<file path="src/rtl/ym_multi_ctrl.sv">
// N-chip AY/YM bus glue: combinational BC1/BDIR decode, TurboSound chip select, #FE latch, auto turbo clock.
// Latches update 1-2 falling edges after a strobe asserts; turbo follows two agreeing frame measurements.
module ym_multi_ctrl #(
  parameter int NUM_CHIPS    = 2,
  parameter int CNT_W        = 18,
  parameter int FRAME_THRESH = 107520
) (
  input  logic                 cpu_clock,
  input  logic                 reset,
  input  logic                 a0,
  input  logic                 a1,
  input  logic                 a14,
  input  logic                 a15,
  input  logic                 m1,
  input  logic                 iorq,
  input  logic                 wr,
  input  logic                 int_n,
  input  logic [7:0]           d,
  output logic                 bc1,
  output logic                 bdir,
  output logic                 ioge_c,
  output logic                 ym_clock,
  output logic [NUM_CHIPS-1:0] ym_sel_n,
  output logic                 beeper,
  output logic                 tapeout,
  output logic [2:0]           border,
  output logic                 turbo
);

  localparam int SEL_W = (NUM_CHIPS > 1) ? $clog2(NUM_CHIPS) : 1;

  logic ssg, aw, fe;

  assign ssg    = ~(a15 & ~a1 & ~iorq);
  assign bc1    = ~ssg & a14 & m1;
  assign bdir   = ~ssg & ~wr;
  assign ioge_c = bc1 | bdir;
  assign aw     = bc1 & bdir;
  assign fe     = ~iorq & ~wr & ~a0;

  logic [1:0]       aw_hist_q, aw_hist_d;
  logic [1:0]       fe_hist_q, fe_hist_d;
  logic [7:0]       d_q, d_d;
  logic [SEL_W-1:0] sel_q, sel_d;
  logic             beeper_q, beeper_d;
  logic             tapeout_q, tapeout_d;
  logic [2:0]       border_q, border_d;
  logic [1:0]       int_sync_q, int_sync_d;
  logic             int_prev_q, int_prev_d;
  logic [CNT_W-1:0] cnt_q, cnt_d;
  logic             prev_cand_q, prev_cand_d;
  logic             pend_q, pend_d;
  logic             div2_q, div2_d;
  logic             turbo_q, turbo_d;

  logic       frame_mark;
  logic       cand;
  logic [1:0] k;

  always_comb begin
    aw_hist_d   = {aw_hist_q[0], aw};
    fe_hist_d   = {fe_hist_q[0], fe};
    d_d         = d;
    sel_d       = sel_q;
    beeper_d    = beeper_q;
    tapeout_d   = tapeout_q;
    border_d    = border_q;
    int_sync_d  = {int_sync_q[0], int_n};
    int_prev_d  = int_sync_q[1];
    prev_cand_d = prev_cand_q;
    pend_d      = pend_q;
    div2_d      = ~div2_q;
    // d[7:2] all ones makes 8'hFF - d equal to the inverted low two bits
    k           = ~d_q[1:0];
    frame_mark  = int_prev_q & ~int_sync_q[1];
    cand        = (cnt_q >= CNT_W'(FRAME_THRESH));
    cnt_d       = (&cnt_q) ? cnt_q : cnt_q + 1'b1;

    if (aw_hist_q == 2'b01 && d_q[7:2] == 6'h3F && {1'b0, k} < 3'(NUM_CHIPS)) begin
      sel_d = SEL_W'(k);
    end

    if (fe_hist_q == 2'b01) begin
      beeper_d  = d_q[4];
      tapeout_d = d_q[3];
      border_d  = d_q[2:0];
    end

    if (frame_mark) begin
      cnt_d       = '0;
      prev_cand_d = cand;
      if (cand == prev_cand_q) begin
        pend_d = cand;
      end
    end

    // Switch only as div2 falls, so both clock sources are low at the mux change
    turbo_d = div2_q ? pend_q : turbo_q;
  end

  always_ff @(negedge cpu_clock or negedge reset) begin
    if (!reset) begin
      aw_hist_q   <= '0;
      fe_hist_q   <= '0;
      d_q         <= '0;
      sel_q       <= '0;
      beeper_q    <= 1'b0;
      tapeout_q   <= 1'b0;
      border_q    <= '0;
      int_sync_q  <= '0;
      int_prev_q  <= 1'b0;
      cnt_q       <= '0;
      prev_cand_q <= 1'b0;
      pend_q      <= 1'b0;
      div2_q      <= 1'b0;
      turbo_q     <= 1'b0;
    end else begin
      aw_hist_q   <= aw_hist_d;
      fe_hist_q   <= fe_hist_d;
      d_q         <= d_d;
      sel_q       <= sel_d;
      beeper_q    <= beeper_d;
      tapeout_q   <= tapeout_d;
      border_q    <= border_d;
      int_sync_q  <= int_sync_d;
      int_prev_q  <= int_prev_d;
      cnt_q       <= cnt_d;
      prev_cand_q <= prev_cand_d;
      pend_q      <= pend_d;
      div2_q      <= div2_d;
      turbo_q     <= turbo_d;
    end
  end

  always_comb begin
    ym_sel_n = '1;
    for (int i = 0; i < NUM_CHIPS; i++) begin
      ym_sel_n[i] = (sel_q != SEL_W'(i));
    end
  end

  assign beeper   = beeper_q;
  assign tapeout  = tapeout_q;
  assign border   = border_q;
  assign turbo    = turbo_q;
  assign ym_clock = turbo_q ? div2_q : cpu_clock;

endmodule

</file>
<file path="config.mk">
export PLATFORM = sky130hd
export DESIGN_NAME = ym_multi_ctrl
export DESIGN_NICKNAME = d
export VERILOG_FILES = /design/src/rtl/ym_multi_ctrl.sv
export SDC_FILE = /design/constraint.sdc
export NUM_CORES = 1
export LEC_CHECK = 0
export BUFFER_PORTS_ARGS = -buffer_cell sky130_fd_sc_hd__clkbuf_2
export CAP_MARGIN = 5
export CORE_MARGIN = 1.5
export CORE_UTILIZATION = 55
export CTS_BUF_LIST = sky130_fd_sc_hd__clkbuf_2 sky130_fd_sc_hd__clkbuf_4 sky130_fd_sc_hd__clkbuf_8
export CTS_CLUSTER_DIAMETER = 80
export DETAILED_ROUTE_END_ITERATION = 16
export HOLD_SLACK_MARGIN = 0.12
export MAX_ROUTING_LAYER = met4
export PLACE_DENSITY = 0.83
export SYNTH_ARGS = -nofsm -noshare
export SYNTH_HDL_FRONTEND = slang
export SYNTH_SLANG_ARGS = --single-unit
</file>
<file path="constraint.sdc">
create_clock -name cpu_clock -period 2.5 [get_ports cpu_clock]
set_clock_uncertainty 0.15 [all_clocks]
set_input_delay 0.5 -clock cpu_clock [delete_from_list [all_inputs] [get_ports cpu_clock]]
set_output_delay 0.5 -clock cpu_clock [all_outputs]
set_load 0.05 [all_outputs]
</file>
==> impl_metrics.env, run 1 <==
export IMPL_status="complete, but fails checks"
export IMPL_violations="negative setup slack"
export IMPL_hold_path_class="reg2reg"
export IMPL_totalWireLength_mm=4.75
export IMPL_antenna_left=0
export IMPL_layout_setup_ws_ps=-796
export IMPL_startpoint="turbo$_DFFE_NN0P_"
export IMPL_leakage_nw=1.08
export IMPL_portBuffers=29
export IMPL_synth_warnings=0
export IMPL_grt_overflow=0
export IMPL_grt_max_degree=44
export IMPL_route_detailed_drc=0
export IMPL_gp_congestion=0.854
export IMPL_synth_most_common_cell="dfrtn_1"
export IMPL_whs_ps=151
export IMPL_path_max_fanout=2
export IMPL_rr_endpoint="cnt_q[16]$_DFFE_NN0P_"
export IMPL_grt_pass1_wl_mm=7.49
export IMPL_fillers=232
export IMPL_fin_cells=271
export IMPL_vdd_ir_drop_max_uv=428
export IMPL_hold_start="int_sync_q[0]$_DFF_NN0_"
export IMPL_finalSetupViolations=9
export IMPL_ff2ff_setup_slack_ps=250
export IMPL_worstPathArrival_ps=2650
export IMPL_tightest_slew_ps=646
export IMPL_n_antenna_cell=0
export IMPL_area_growth_pct=24.2
export IMPL_synth_area_leader_cell="dfrtn_1"
export IMPL_p_total_w=0.00166
export IMPL_maxCapViolCount=0
export IMPL_ys_ff_latch=43
export IMPL_clk_latency_ps=460
export IMPL_wl_per_cell_um=17.5
export IMPL_antenna_found_initial=0
export IMPL_reg2reg_depth=5
export IMPL_slew_headroom_pct=56.5
export IMPL_whs_endpoint="int_sync_q[1]$_DFF_NN0_"
export IMPL_syn_num_nets=200
export IMPL_grt_usage_pct=26.7
export IMPL_die_x_um=62.4
export IMPL_dp_cells=254
export IMPL_reg2reg_from="cnt_q[0]$_DFFE_NN0P_"
export IMPL_clk_pin_slew_worst_paths_ps=90
export IMPL_io_pins=30
export IMPL_fp_row_count=21
export IMPL_report_final_slew_viol_count=0
export IMPL_synth_area_leaders="dfrtn_1, mux2_2, a21oi_1"
export IMPL_layout_drive_gt1_share_pct=31.1
export IMPL_synth_edff_count=0
export IMPL_synth_top_area_share_pct=55.4
export IMPL_synth_commonest_cells="dfrtn_1, a21oi_1, nand2_1"
export IMPL_syn_area_um2=1940
export IMPL_ys_types=39
export IMPL_avgSynthCellArea_um2=10.8
export IMPL_fp_dieH_um=62.4
export IMPL_fin_setup_tns_ps=-5040
export IMPL_hold_depth=0
export IMPL_final_util_pct=71.7
export IMPL_worstSetupEndpointType="primary output"
export IMPL_drtIter0Drc=151
export IMPL_final_hold_viol_count=0
export IMPL_rsz0062_at_grt="true"
export IMPL_multi_input_area_um2=818
export IMPL_drt_pre_antenna_iters=5
export IMPL_num_vias=1669
export IMPL_cts_tree="built"
export IMPL_seq_area_um2=1080
export IMPL_hold_buffers=0
export IMPL_grt_pass1_vias=1633
export IMPL_dp_hpwl_mm=2.83
export IMPL_crit_type="reg2out"
export IMPL_power_density_nw_per_um2=688
export IMPL_crit_path_start_kind="flop"
export IMPL_floorplan_initialDensity_pct=57.7
export IMPL_ys_seq_area_share_pct=55.4
export IMPL_async_reset_ff_share_pct=100
export IMPL_via_per_inst=6.16
export IMPL_dieArea_um2=3890
export IMPL_fin_nets=244
export IMPL_core_area_um2=3360
export IMPL_required_ps=1850
export IMPL_ys_flop_type="dfrtn_1"
export IMPL_synthCells=180
## cell families (layout without fill, tap and decap cells)
group	after synthesis	count (layout)	share of synthesized area, %
buffers and inverters	14	59	3.09
and+or+nand+nor	72	72	21.8
AOI/OAI and AO/OA	40	40	13.3
DFF	43	43	55.4
adders and majority gates	2	2	1.29
muxes	9	9	5.09
## power breakdown
part	switching (W)	internal (W)
Clock	0.000327	0.000239
Combinational	0.000148	0.000118
Sequential	0.0000707	0.000755
## worst max-delay path, cell delays in order, from the launching register on
cell	delay [ps]
dfrtn_1	460
mux2_4	320
buf_8	150
## how the worst max path moves through the flow
stage / endpoint / slack, ps / depth (start not counted)
2_1_floorplan: ym_clock / -530 / 1
3_3_place_gp: ym_clock / -330 / 2
3_5_place_dp: ym_clock / -350 / 2
4_1_cts: ym_clock / -800 / 2
5_1_grt: ym_clock / -820 / 2
6_report: ym_clock / -800 / 2
## layout by cell type (no fill, tap or decap), types with 7 or more instances in the layout
cell type	synthesis	layout
dfrtn_1	43	43
clkbuf_2	1	20
nand2_1	14	14
a21oi_1	14	14
nand3_1	9	9
clkbuf_4	0	9
nor4_1	8	8
nor2_1	8	8
buf_8	0	8
buf_4	1	8
inv_1	8	7
nand4_1	7	7
o21ai_0	7	7
## final cells by class
type	count	share of cell area, %
Inverter	8	1.25
Multi-Input combinational cell	123	34.0
Tap cell	46	2.39
Timing Repair Buffer	39	13.8
Clock inverter	2	0.519
Sequential cell	43	44.7
Clock buffer	10	3.43
## registers in the layout, indices dropped and copies added (netlist names), 2 cells and up
name        flops
border          3
d_q             8
fe_hist_q       2
cnt_q          18
aw_hist_q       2
int_sync_q      2
## per-layer routing
layer / GRT usage, % / routed length, µm / part of all wire, %
met5: - / 0 / 0
met4: 18.9 / 176 / 3.7
met3: 7.21 / 333 / 7.0
met2: 42.5 / 2480 / 52
met1: 28.9 / 1750 / 37
## timing repair
| action | 4_1_cts | 5_1_grt |
|---|---|---|
| endpoints found under the setup margin | 9 | 9 |
| buffers inserted | 2 | 5 |
| pin swaps | 0 | 0 |
| gates resized for setup | 21 | 10 |
## metrics by stage
step           instance area, µm²  setup WS (ps)
6_report                     2410           -796
2_1_floorplan                1950           -525
3_5_place_dp                 2180           -346
3_3_place_gp                 2180           -326
4_1_cts                      2370           -799
5_1_grt                      2410           -820
No activity file was read; power rests on OpenSTA's default activity.
==> run 2: changes to the inputs <==
--- a/config.mk
+++ b/config.mk
@@ -5,6 +5,7 @@
 export SDC_FILE = /design/constraint.sdc
 export NUM_CORES = 1
 export LEC_CHECK = 0
+export ABC_CLOCK_PERIOD_IN_PS = 2500
 export BUFFER_PORTS_ARGS = -buffer_cell sky130_fd_sc_hd__clkbuf_2
 export CAP_MARGIN = 5
 export CORE_MARGIN = 1.5
@@ -15,6 +16,7 @@
 export HOLD_SLACK_MARGIN = 0.12
 export MAX_ROUTING_LAYER = met4
 export PLACE_DENSITY = 0.83
+export RECOVER_POWER = 25
 export SYNTH_ARGS = -nofsm -noshare
 export SYNTH_HDL_FRONTEND = slang
 export SYNTH_SLANG_ARGS = --single-unit
==> run 2 against run 1 <==
  * Die area is the same
  * Final area shrank 0.16%
  * The flow still finishes with violations (negative setup slack)
  * Highest routed layer unchanged
  * Sequential power hardly changed
  * Global-route usage unchanged
  * Register-to-register slack about the same
  * Total power is essentially flat
  * Sequential cell count is the same
  * Non-clock buffer count stayed put
  * Setup slack barely moved
  * Critical path type unchanged
  * Sequential share of layout area is 0.070 points higher
==> impl_metrics.env, run 2 (synthesis gave the netlist of run 1 again) <==
export IMPL_status="complete, but fails checks"
export IMPL_violations="negative setup slack"
export IMPL_via_per_inst=6.17
export IMPL_dr_max_layer_used="met4"
export IMPL_clk_pin_slew_worst_paths_ps=90
export IMPL_worstPathArrival_ps=2650
export IMPL_dp_hpwl_mm=2.83
export IMPL_dp_cells=254
export IMPL_pre_cts_slack_ps=-346
export IMPL_fin_nets=244
export IMPL_n_antenna_cell=0
export IMPL_largest_reg_flops=18
export IMPL_route_detailed_drc=0
export IMPL_crit_path_start_kind="flop"
export IMPL_met3_length_um=313
export IMPL_drtIter0Drc=149
export IMPL_grt_usage_pct=26.7
export IMPL_reg2reg_depth=5
export IMPL_layout_drive_gt1_share_pct=30.7
export IMPL_final_common_cell="dfrtn_1"
export IMPL_clk_latency_ps=460
export IMPL_portBuffers=29
export IMPL_finalSetupViolations=9
export IMPL_io_pins=30
export IMPL_hold_path_class="reg2reg"
export IMPL_slew_headroom_pct=56.1
export IMPL_rr_endpoint="cnt_q[16]$_DFFE_NN0P_"
export IMPL_fin_cells=271
export IMPL_route_met2_wl_mm=2.48
export IMPL_fp_row_count=21
export IMPL_crit_type="reg2out"
export IMPL_reg2reg_from="cnt_q[0]$_DFFE_NN0P_"
export IMPL_layout_setup_ws_ps=-797
export IMPL_antenna_left=0
export IMPL_whs_endpoint="int_sync_q[1]$_DFF_NN0_"
export IMPL_startpoint="turbo$_DFFE_NN0P_"
export IMPL_wl_per_cell_um=17.5
export IMPL_hold_depth=0
export IMPL_maxCapViolCount=0
export IMPL_totalWireLength_mm=4.76
export IMPL_hold_start="int_sync_q[0]$_DFF_NN0_"
export IMPL_cts_tree="built"
export IMPL_leakage_nw=1.07
export IMPL_core_area_um2=3360
export IMPL_ff2ff_setup_slack_ps=250
export IMPL_vdd_ir_drop_max_uv=429
export IMPL_final_hold_viol_count=0
export IMPL_seq_area_um2=1080
export IMPL_multi_input_area_um2=818
export IMPL_drt_met1_wl_mm=1.77
export IMPL_dieArea_um2=3890
export IMPL_grt_pass1_wl_mm=7.49
export IMPL_tightest_slew_ps=653
export IMPL_antenna_found_initial=0
export IMPL_power_density_nw_per_um2=688
export IMPL_grt_max_degree=44
export IMPL_worstSetupEndpointType="primary output"
export IMPL_grt_overflow=0
export IMPL_layout_common_cells="dfrtn_1, clkbuf_2, nand2_1, a21oi_1"
export IMPL_num_vias=1672
export IMPL_path_max_fanout=2
export IMPL_hold_buffers=0
export IMPL_grt_pass1_vias=1633
export IMPL_drt_pre_antenna_iters=5
export IMPL_required_ps=1850
export IMPL_fillers=232
export IMPL_fin_setup_tns_ps=-5040
export IMPL_floorplan_initialDensity_pct=57.7
export IMPL_die_x_um=62.4
export IMPL_p_total_w=0.00166
export IMPL_fp_dieH_um=62.4
export IMPL_rsz0062_at_grt="true"
export IMPL_report_final_slew_viol_count=0
export IMPL_regMostFlops="cnt_q"
export IMPL_gp_congestion=0.854
export IMPL_area_growth_pct=24.0
==> run 2: cell count changes in the layout (fill, tap and decap cells not counted), sizes merged <==
| cell | change |
|---|---|
| buf | -1 |
| clkbuf | +1 |
==> run 2: repair_timing <==
| item | 4_1_cts | 5_1_grt |
|---|---|---|
| pin swaps | 0 | 0 |
| buffers inserted | 2 | 5 |
| gates resized for setup | 21 | 10 |
| endpoints found under the setup margin | 9 | 9 |
==> run 2: metrics by stage <==
| stage | util [%] | cell area (µm²) | hold WS, ps |
|---|---|---|---|
| 3_3_place_gp | 64.7 | 2180 | 147 |
| 6_report | 71.5 | 2410 | 151 |
| 4_1_cts | 70.3 | 2370 | 153 |
| 3_5_place_dp | 64.7 | 2180 | 152 |
| 2_1_floorplan | - | 1950 | 142 |
| 5_1_grt | 71.5 | 2410 | 165 |
==> run 2: area by class of cell <==
type	instances	share of cell area, %
flip-flops and latches	43	44.7
clock buffers	10	3.43
well taps	46	2.39
clock inverters	2	0.520
multi-input cells	123	34.0
repair buffers	39	13.7
inverters	8	1.25
==> run 2: how the worst max path moves through the flow <==
stage	end	slack (ps)	cells past startpoint
CTS	ym_clock	-800	2
finish	ym_clock	-800	2
detailed placement	ym_clock	-350	2
global route	ym_clock	-820	2
floorplan	ym_clock	-530	1
global placement	ym_clock	-330	2
==> run 2: critical path, stage by stage, from the launching register on <==
cell and delay, ps:
dfrtn_1 460, mux2_4 320, buf_8 150
==> run 2: power breakdown <==
group          switching [W]  leakage, nW  internal (W)
Sequential         0.0000701        0.552      0.000755
Combinational       0.000148        0.464      0.000118
Clock               0.000326       0.0593      0.000239
Total               0.000545         1.07       0.00111
==> run 2: routing by layer <==
layer	GRT usage, %	vias up
met5	-	-
met4	18.9	0
met3	7.21	25
met2	42.5	73
met1	28.9	814
li1	-	760
